$ cat src/rtl/t_ff_counter_pkg.sv
// Shared types and helpers for the T flip-flop up/down counter.
// t_vec gives the per-bit toggle vector for a +1 / -1 step of the count.
package t_ff_counter_pkg;

    localparam int T_FF_WIDTH = 4;

    typedef logic [T_FF_WIDTH-1:0] cnt_t;

    // Bit i toggles when every lower bit is 1 (up) or every lower bit is 0 (down).
    function automatic cnt_t t_vec(input cnt_t q, input logic up);
        cnt_t t;
        t[0] = 1'b1;
        for (int i = 1; i < T_FF_WIDTH; i++) begin
            t[i] = t[i-1] & (up ? q[i-1] : ~q[i-1]);
        end
        return t;
    endfunction

endpackage

$ cat src/rtl/t_ff_cell.sv
// Single T flip-flop: q toggles on a rising clk edge when t=1.
// Latency one clock; no backpressure; async active-low clear_n forces q=0.
module t_ff_cell (
    input  logic clk,
    input  logic clear_n,
    input  logic t,
    output logic q
);

    always_ff @(posedge clk or negedge clear_n) begin
        if (!clear_n) begin
            q <= 1'b0;
        end else begin
            q <= q ^ t;
        end
    end

endmodule

$ cat src/rtl/t_ff_counter.sv
// Up/down counter built from T flip-flops with clear, load, terminal count and sticky wrap.
// Latency one clock from controls to q; no handshake. Optional scan chain: T_FF_COUNTER_SCAN_EN.
module t_ff_counter
    import t_ff_counter_pkg::*;
#(
    parameter int WIDTH = T_FF_WIDTH
) (
    input  logic             clk,
    input  logic             clear_n,
    input  logic             clr,
    input  logic             load,
    input  logic [WIDTH-1:0] load_val,
    input  logic             en,
    input  logic             up,
`ifdef T_FF_COUNTER_SCAN_EN
    input  logic             scan_en,
    input  logic             scan_in,
    output logic             scan_out,
`endif
    output logic [WIDTH-1:0] q,
    output logic             tc,
    output logic             wrap
);

    logic [WIDTH-1:0] step_t;
    logic [WIDTH-1:0] t;
    logic             wrap_clr;

    // The package helper covers the default width; other widths use the same rule inline.
    generate
        if (WIDTH == T_FF_WIDTH) begin : g_pkg_step
            assign step_t = t_vec(q, up);
        end else begin : g_gen_step
            always_comb begin
                step_t[0] = 1'b1;
                for (int i = 1; i < WIDTH; i++) begin
                    step_t[i] = step_t[i-1] & (up ? q[i-1] : ~q[i-1]);
                end
            end
        end
    endgenerate

    always_comb begin
        t        = '0;
        tc       = 1'b0;
        wrap_clr = 1'b0;
`ifdef T_FF_COUNTER_SCAN_EN
        if (scan_en) begin
            t = q ^ {q[WIDTH-2:0], scan_in};
        end else
`endif
        if (clr) begin
            t        = q;
            wrap_clr = 1'b1;
        end else if (load) begin
            t = q ^ load_val;
        end else if (en) begin
            t  = step_t;
            tc = up ? (&q) : ~(|q);
        end
    end

`ifdef T_FF_COUNTER_SCAN_EN
    assign scan_out = q[WIDTH-1];
`endif

    generate
        for (genvar i = 0; i < WIDTH; i++) begin : g_cell
            t_ff_cell u_cell (
                .clk     (clk),
                .clear_n (clear_n),
                .t       (t[i]),
                .q       (q[i])
            );
        end
    endgenerate

    always_ff @(posedge clk or negedge clear_n) begin
        if (!clear_n) begin
            wrap <= 1'b0;
        end else if (wrap_clr) begin
            wrap <= 1'b0;
        end else if (tc) begin
            wrap <= 1'b1;
        end
    end

endmodule

$ cat config.mk
export PLATFORM = sky130hd
export DESIGN_NAME = t_ff_counter
export DESIGN_NICKNAME = d
export VERILOG_FILES = /design/src/rtl/t_ff_counter_pkg.sv /design/src/rtl/t_ff_cell.sv /design/src/rtl/t_ff_counter.sv
export SDC_FILE = /design/constraint.sdc
export NUM_CORES = 1
export LEC_CHECK = 0
export ABC_CLOCK_PERIOD_IN_PS = 1200
export CAP_MARGIN = 20
export CELL_PAD_IN_SITES_DETAIL_PLACEMENT = 1
export CELL_PAD_IN_SITES_GLOBAL_PLACEMENT = 1
export CORE_AREA = 5 5 42 44
export DETAILED_ROUTE_END_ITERATION = 8
export DIE_AREA = 0 0 47 49
export DONT_BUFFER_PORTS = 1
export PLACE_DENSITY_LB_ADDON = 0.1
export SLEW_MARGIN = 20
export SYNTH_ARGS = -nofsm -noshare
export SYNTH_HDL_FRONTEND = slang
export SYNTH_HIERARCHICAL = 1
export SYNTH_SLANG_ARGS = --single-unit
$ cat constraint.sdc
create_clock -name clk -period 1.2 [get_ports clk]
set_input_delay 0.36 -clock clk [delete_from_list [all_inputs] [get_ports clk]]
set_output_delay 0.36 -clock clk [all_outputs]
set_load 0.02 [all_outputs]
Word-level counts from Yosys, hierarchy flattened
Index checks and enable logic that the tools add are counted.
{"block": "totals", "inputBits": 10, "wordCells": 32, "output_inout_bits": 6, "reg_bits": 5}
{"block": "classes", "bitwise_logic": 11, "mux": 13, "reduce_logical": 3}
{"op": "two-way mux 4 bit", "count": 3}
{"op": "two-way mux 1 bit", "count": 10}
{"op": "NOT 1 bit", "count": 4}
{"op": "AND reduction 4 bit", "count": 1}
{"op": "OR reduction 4 bit", "count": 1}
{"op": "XOR 1 bit", "count": 4}
{"op": "XOR 4 bit", "count": 1}
{"op": "bitwise AND 1 bit", "count": 2}
{"op": "nonzero test 2 bit", "count": 1}

Depth between registers and ports, before layout
Gate-level depths: netlist of run 1.
{"block": "logic_depth", "ltp_word": 8, "ltp_mapped": 5, "mapped_depth_nobuf": 4}

By module
The synthesis of run 1 kept the hierarchy.
{"mod": "t_ff_counter", "instances": 1, "area_each_um2": 265.3, "cells_each": 36, "seq_area_each_um2": 25.0}
{"mod": "t_ff_cell", "instances": 4, "area_each_um2": 33.8, "cells_each": 2, "seq_area_each_um2": 25.0}

Least setup slack after synthesis of run 1
Ideal clock, no wire load.
{"block": "synth_path", "path_type": "reg-to-output", "start": "register g_cell[0].u_cell.q", "end": "output port tc", "n_path_buf": 1, "required_time_ns": 0.840, "arrival_time_ns": 1.235, "setup_slack_ns": -0.395, "path_stages_with_launch": 5, "cell_sequence": "dfrtp_1 > buf_4 > and4_1 > a21oi_2 > nor2_1"}
{"block": "synth_between", "elab_chain_cells": 6, "elab_cells_between_ends": 7, "cone_classes": "mux: 4; bitwise: 1; reduce/logical: 2"}
{"element": "start: declaration", "line_no": "t_ff_cell.sv:7", "source": "output logic q"}
{"element": "start signal: assignment", "line_no": "t_ff_cell.sv:14", "source": "q <= q ^ t;"}
{"element": "OR reduction 4 bit", "line_no": "t_ff_counter.sv:59", "source": "tc = up ? (&q) : ~(|q);"}
{"element": "NOT 1 bit", "line_no": "t_ff_counter.sv:59"}
{"element": "two-way mux 1 bit (*)", "line_no": "t_ff_counter.sv:59"}
{"element": "two-way mux 1 bit (*)", "line_no": "t_ff_counter.sv:57", "source": "end else if (en) begin"}
{"element": "two-way mux 1 bit (*)", "line_no": "t_ff_counter.sv:55", "source": "end else if (load) begin"}
{"element": "two-way mux 1 bit (*)", "line_no": "t_ff_counter.sv:52", "source": "if (clr) begin"}
{"element": "end: declaration", "line_no": "t_ff_counter.sv:21", "source": "output logic tc,"}
Every way passes the cells marked *; elsewhere a longest branch is shown, timed or not.

Final worst setup path of run 1
{"block": "layout_path", "start": "register g_cell[1].u_cell.q", "end": "output port tc"}
{"block": "layout_between", "elab_chain_cells": 6, "elab_cells_between_ends": 7, "cone_classes": "mux: 4; bitwise: 1; reduce/logical: 2"}
{"element": "start: declaration", "line_no": "t_ff_cell.sv:7"}
{"element": "start signal: assignment", "line_no": "t_ff_cell.sv:14"}
{"element": "OR reduction 4 bit", "line_no": "t_ff_counter.sv:59"}
{"element": "NOT 1 bit", "line_no": "t_ff_counter.sv:59"}
{"element": "two-way mux 1 bit (*)", "line_no": "t_ff_counter.sv:59"}
{"element": "two-way mux 1 bit (*)", "line_no": "t_ff_counter.sv:57"}
{"element": "two-way mux 1 bit (*)", "line_no": "t_ff_counter.sv:55"}
{"element": "two-way mux 1 bit (*)", "line_no": "t_ff_counter.sv:52"}
Marked as above.

==> metrics.md, run 1 <==
| Metric | Value |
|---|---|
| Status | `complete, but fails checks` |
| Failing checks | `setup timing` |
| Peak ir drop on the vdd network | `around 1.2 mV` |
| Setup ws final | `-0.3127 ns` |
| WS Path Type | `register to primary output` |
| Growth of design area from synthesis to finish | `65.00%` |
| Max Cap Viol | `0` |
| Die area | `between 2000 and 2500 sq um` |
| Max Root-Sink Buffers | `2` |
| GR Overflow Total | `0` |
| Number of search-and-repair iterations in the first detailed-routing pass | `3` |
| Total wirelength of the detailed-routed design | `around 1300 um` |
| Count of nets after finishing | `73` |
| Clock Latency Late Sink | `0.24 ns` |
| Netlist Area Pre-Place | `between 400 and 500 sq um` |
| Final ANT Viol Nets | `0` |
| FFs w/ async S/R, synth | `100.0%` |
| Fraction of layout instances using a drive strength above 1 | `53.23%` |
| Effective utilization at floorplan | `around 29%` |
| Total vias in the final route | `between 400 and 500` |
| Number of max-slew violations in the final report | `0` |
| Final-layout fill cell count | `between 150 and 200` |
| Htree depth | `1` |
| Largest net degree at the start of global routing | `11` |
| Power per cell area | `between 2000 and 3000 nW/um^2` |
| Number of enable-type register cells in the synthesized netlist | `0` |
| Number of antenna cells inserted | `0` |
| Buffer and inverter count on the worst path | `0` |
| Total Routing Usage GR | `between 10% and 20%` |
| Worst setup EP type | `primary output` |
| Most used flip-flop cell after synthesis | `sky130_fd_sc_hd__dfrtp_1` |
| Last weighted congestion value of the routability-driven placer | `slightly below 0.8` |
| DIE HEIGHT | `just under 50 um` |
| Worst hold margin | `roughly 0.22 ns` |
| CP max stage cell | `sky130_fd_sc_hd__dfrtp_1` |
| Vias in the first global route | `497` |
| First-iteration detailed-routing DRC count | `1` |
| Wire length of the first global-routing pass | `2139 um` |
| Kind of path behind the tightest hold check | `input pin to register` |
| Die Wd | `around 47 um` |
| Average routed wire per standard cell | `roughly 17 um` |
| Clock tree from TritonCTS | `yes` |
| Clock tree root buffer cell | `sky130_fd_sc_hd__clkbuf_4` |
| Leading cell type in the layout, fill and taps excluded | `sky130_fd_sc_hd__buf_6` |
| DP Wirelength | `about 940 um` |
| Clock slew at reported path FFs | `around 0.050 ns` |
| Final design utilization | `between 40 and 50%` |
| Cell class contributing the biggest share of worst-path delay | `simple AND/OR/NAND/NOR gates` |
| Total number of placement rows | `14` |
| Largest fanout on the critical path | `4` |
| Post-route DRC | `0` |
| Top Ports | `16` |
| Required time of the critical path | `roughly 0.84 ns` |
| CTS Sinks | `5` |
| Count of distinct cell types in the synthesized netlist | `24` |
| Clock Skews | `~0.0020 ns` |
| Synth Warn # | `6` |
| Placeable core region | `approximately 1400 sq um` |
| Power Total | `between 1.5 and 2 mW` |
| Final critical-path required period | `1.513 ns` |
| Syn_area_per_cell | `between 9 and 10 sq um` |
| Register bit count reported by yosys | `5` |
| Final setup violating endpoints | `9` |
| Vias per inst | `5.359` |
| Delay contributed by the slowest stage of the critical path | `slightly above 0.4 ns` |
| Critical-path cell list | `and4_4 > a21oi_4 > nor2_4` |
| Transition at the pin with the smallest max-transition slack | `between 0.2 and 0.25 ns` |
| Antenna violations before repair | `0` |
| Normalized max-slew margin | `83.95%` |
| Final clock period utilization by the worst path | `126.1%` |
| Net count after synthesis | `54` |
| RSZ-0062 raised after global routing | `true` |
| Highest-count cells in the layout ignoring fill and taps | `8 x sky130_fd_sc_hd__buf_6, 6 x sky130_fd_sc_hd__buf_4, 4 x sky130_fd_sc_hd__xor2_1` |
| CTS buffer count | `3` |
| Standby leakage power | `approximately 0.27 nW` |
| Post-Synthesis Cells | `44` |
| Final hold violations | `0` |
| Data arrival time at the worst-slack endpoint | `~1.2 ns` |
| Number of buffers added on ports | `0` |
| Peak Freq | `between 600 and 700 MHz` |
| Type of element launching the critical path | `register` |
| Post-synthesis sequential area ratio | `a little under a third` |
## layout make-up
| type | count | area [sq um] | area share, % |
|---|---|---|---|
| Clock buffer | 4 | 26.28 | 3.977 |
| Inverter | 1 | 3.754 | 0.5682 |
| Sequential cell | 5 | 127.6 | 19.32 |
| Tap cell | 16 | 20.02 | 3.030 |
| Timing Repair Buffer | 16 | 165.2 | 25.00 |
| Multi-Input combinational cell | 36 | 317.8 | 48.11 |
## synthesized netlist by cell type, drive strengths merged, types with 2 or more instances
library cell | number | area share (%)
nand2 | 3 | 2.8
nor2 | 2 | 1.9
nor3b | 4 | 10
xor2 | 4 | 8.7
buf | 2 | 4.7
nor3 | 2 | 2.5
nor2b | 3 | 4.7
dfrtp | 5 | 31
o21ai | 6 | 8.4
nand3 | 2 | 2.5
## sequential cells by signal, indices dropped and copies added, names as in the netlist
signal	flops
g_cell.u_cell/q	4
wrap	1
## metrics by stage
step	std cells	worst slack [ns]	TNS (ns)	instance area (sq um)
3_3_place_gp	69	-0.06415	-0.1741	505.5
5_1_grt	78	-0.3992	-1.933	660.6
4_1_cts	77	-0.2978	-1.104	616.8
6_report	78	-0.3127	-1.362	660.6
2_1_floorplan	44	-0.2062	-0.4422	412.9
3_5_place_dp	69	-0.1258	-0.3275	505.5
## logic make-up (layout without fill, tap and decap cells)
group,count (synthesis),after routing,synth area share [%]
flops,5,5,31.25
compound gates,10,10,18.13
mux,1,1,2.500
buf+inv,3,21,5.625
simple gates,20,20,31.57
xor+xnor,5,5,10.94
## what timing repair did
item                                    4_1_cts  5_1_grt
hold endpoints to repair                      5        0
hold buffers                                  1        0
buffers inserted                              4        2
endpoints found under the setup margin       10        9
pin swaps                                    10        6
gates cloned                                  0        0
resized for setup                            14        7
## power breakdown
part / internal (mW) / leakage, nW / switching, mW
clock: 0.126 / 0.0150 / 0.0706
combinational: 0.636 / 0.193 / 0.502
sequential: 0.255 / 0.0585 / 0.0941
## final timing paths
| path | slack (ns) | to | depth (start not counted) | start |
|---|---|---|---|---|
| setup / recovery | -0.31 | tc | 3 | g_cell[1].u_cell/q |
| hold / removal | 0.22 | wrap | 1 | clr |
| setup reg to reg | -0.22 | g_cell[3].u_cell/q | 7 | g_cell[2].u_cell/q |
| hold reg to reg | 0.63 | g_cell[3].u_cell/q | 2 | g_cell[3].u_cell/q |
| max in group asynchronous | 0.57 | g_cell[0].u_cell/q | 1 | clear_n |
| min in group asynchronous | 0.41 | wrap | 1 | clear_n |
## per-layer routing
layer / vias up / share of wire (%) / routed length (um) / global-route usage, %
li1: 197 / - / - / -
met1: 203 / 36 / 477 / 13.27
met2: 16 / 55 / 730 / 21.95
met3: 2 / 8.3 / 111 / 6.273
met4: 0 / 1.3 / 17 / 6.452
met5: - / 0 / 0 / 0
Power figures use the tool's default switching activity.
==> run 2: changes to the inputs <==
Settings changed: HOLD_SLACK_MARGIN from default to 0.06.
==> results of run 2 <==
Final layout, timing and power as in run 1 (identical DEF).
==> run 3: changes to the inputs <==
Settings changed: SLEW_MARGIN 20 to default.
==> results of run 3 <==
Final layout, timing and power as in run 1 (identical DEF).
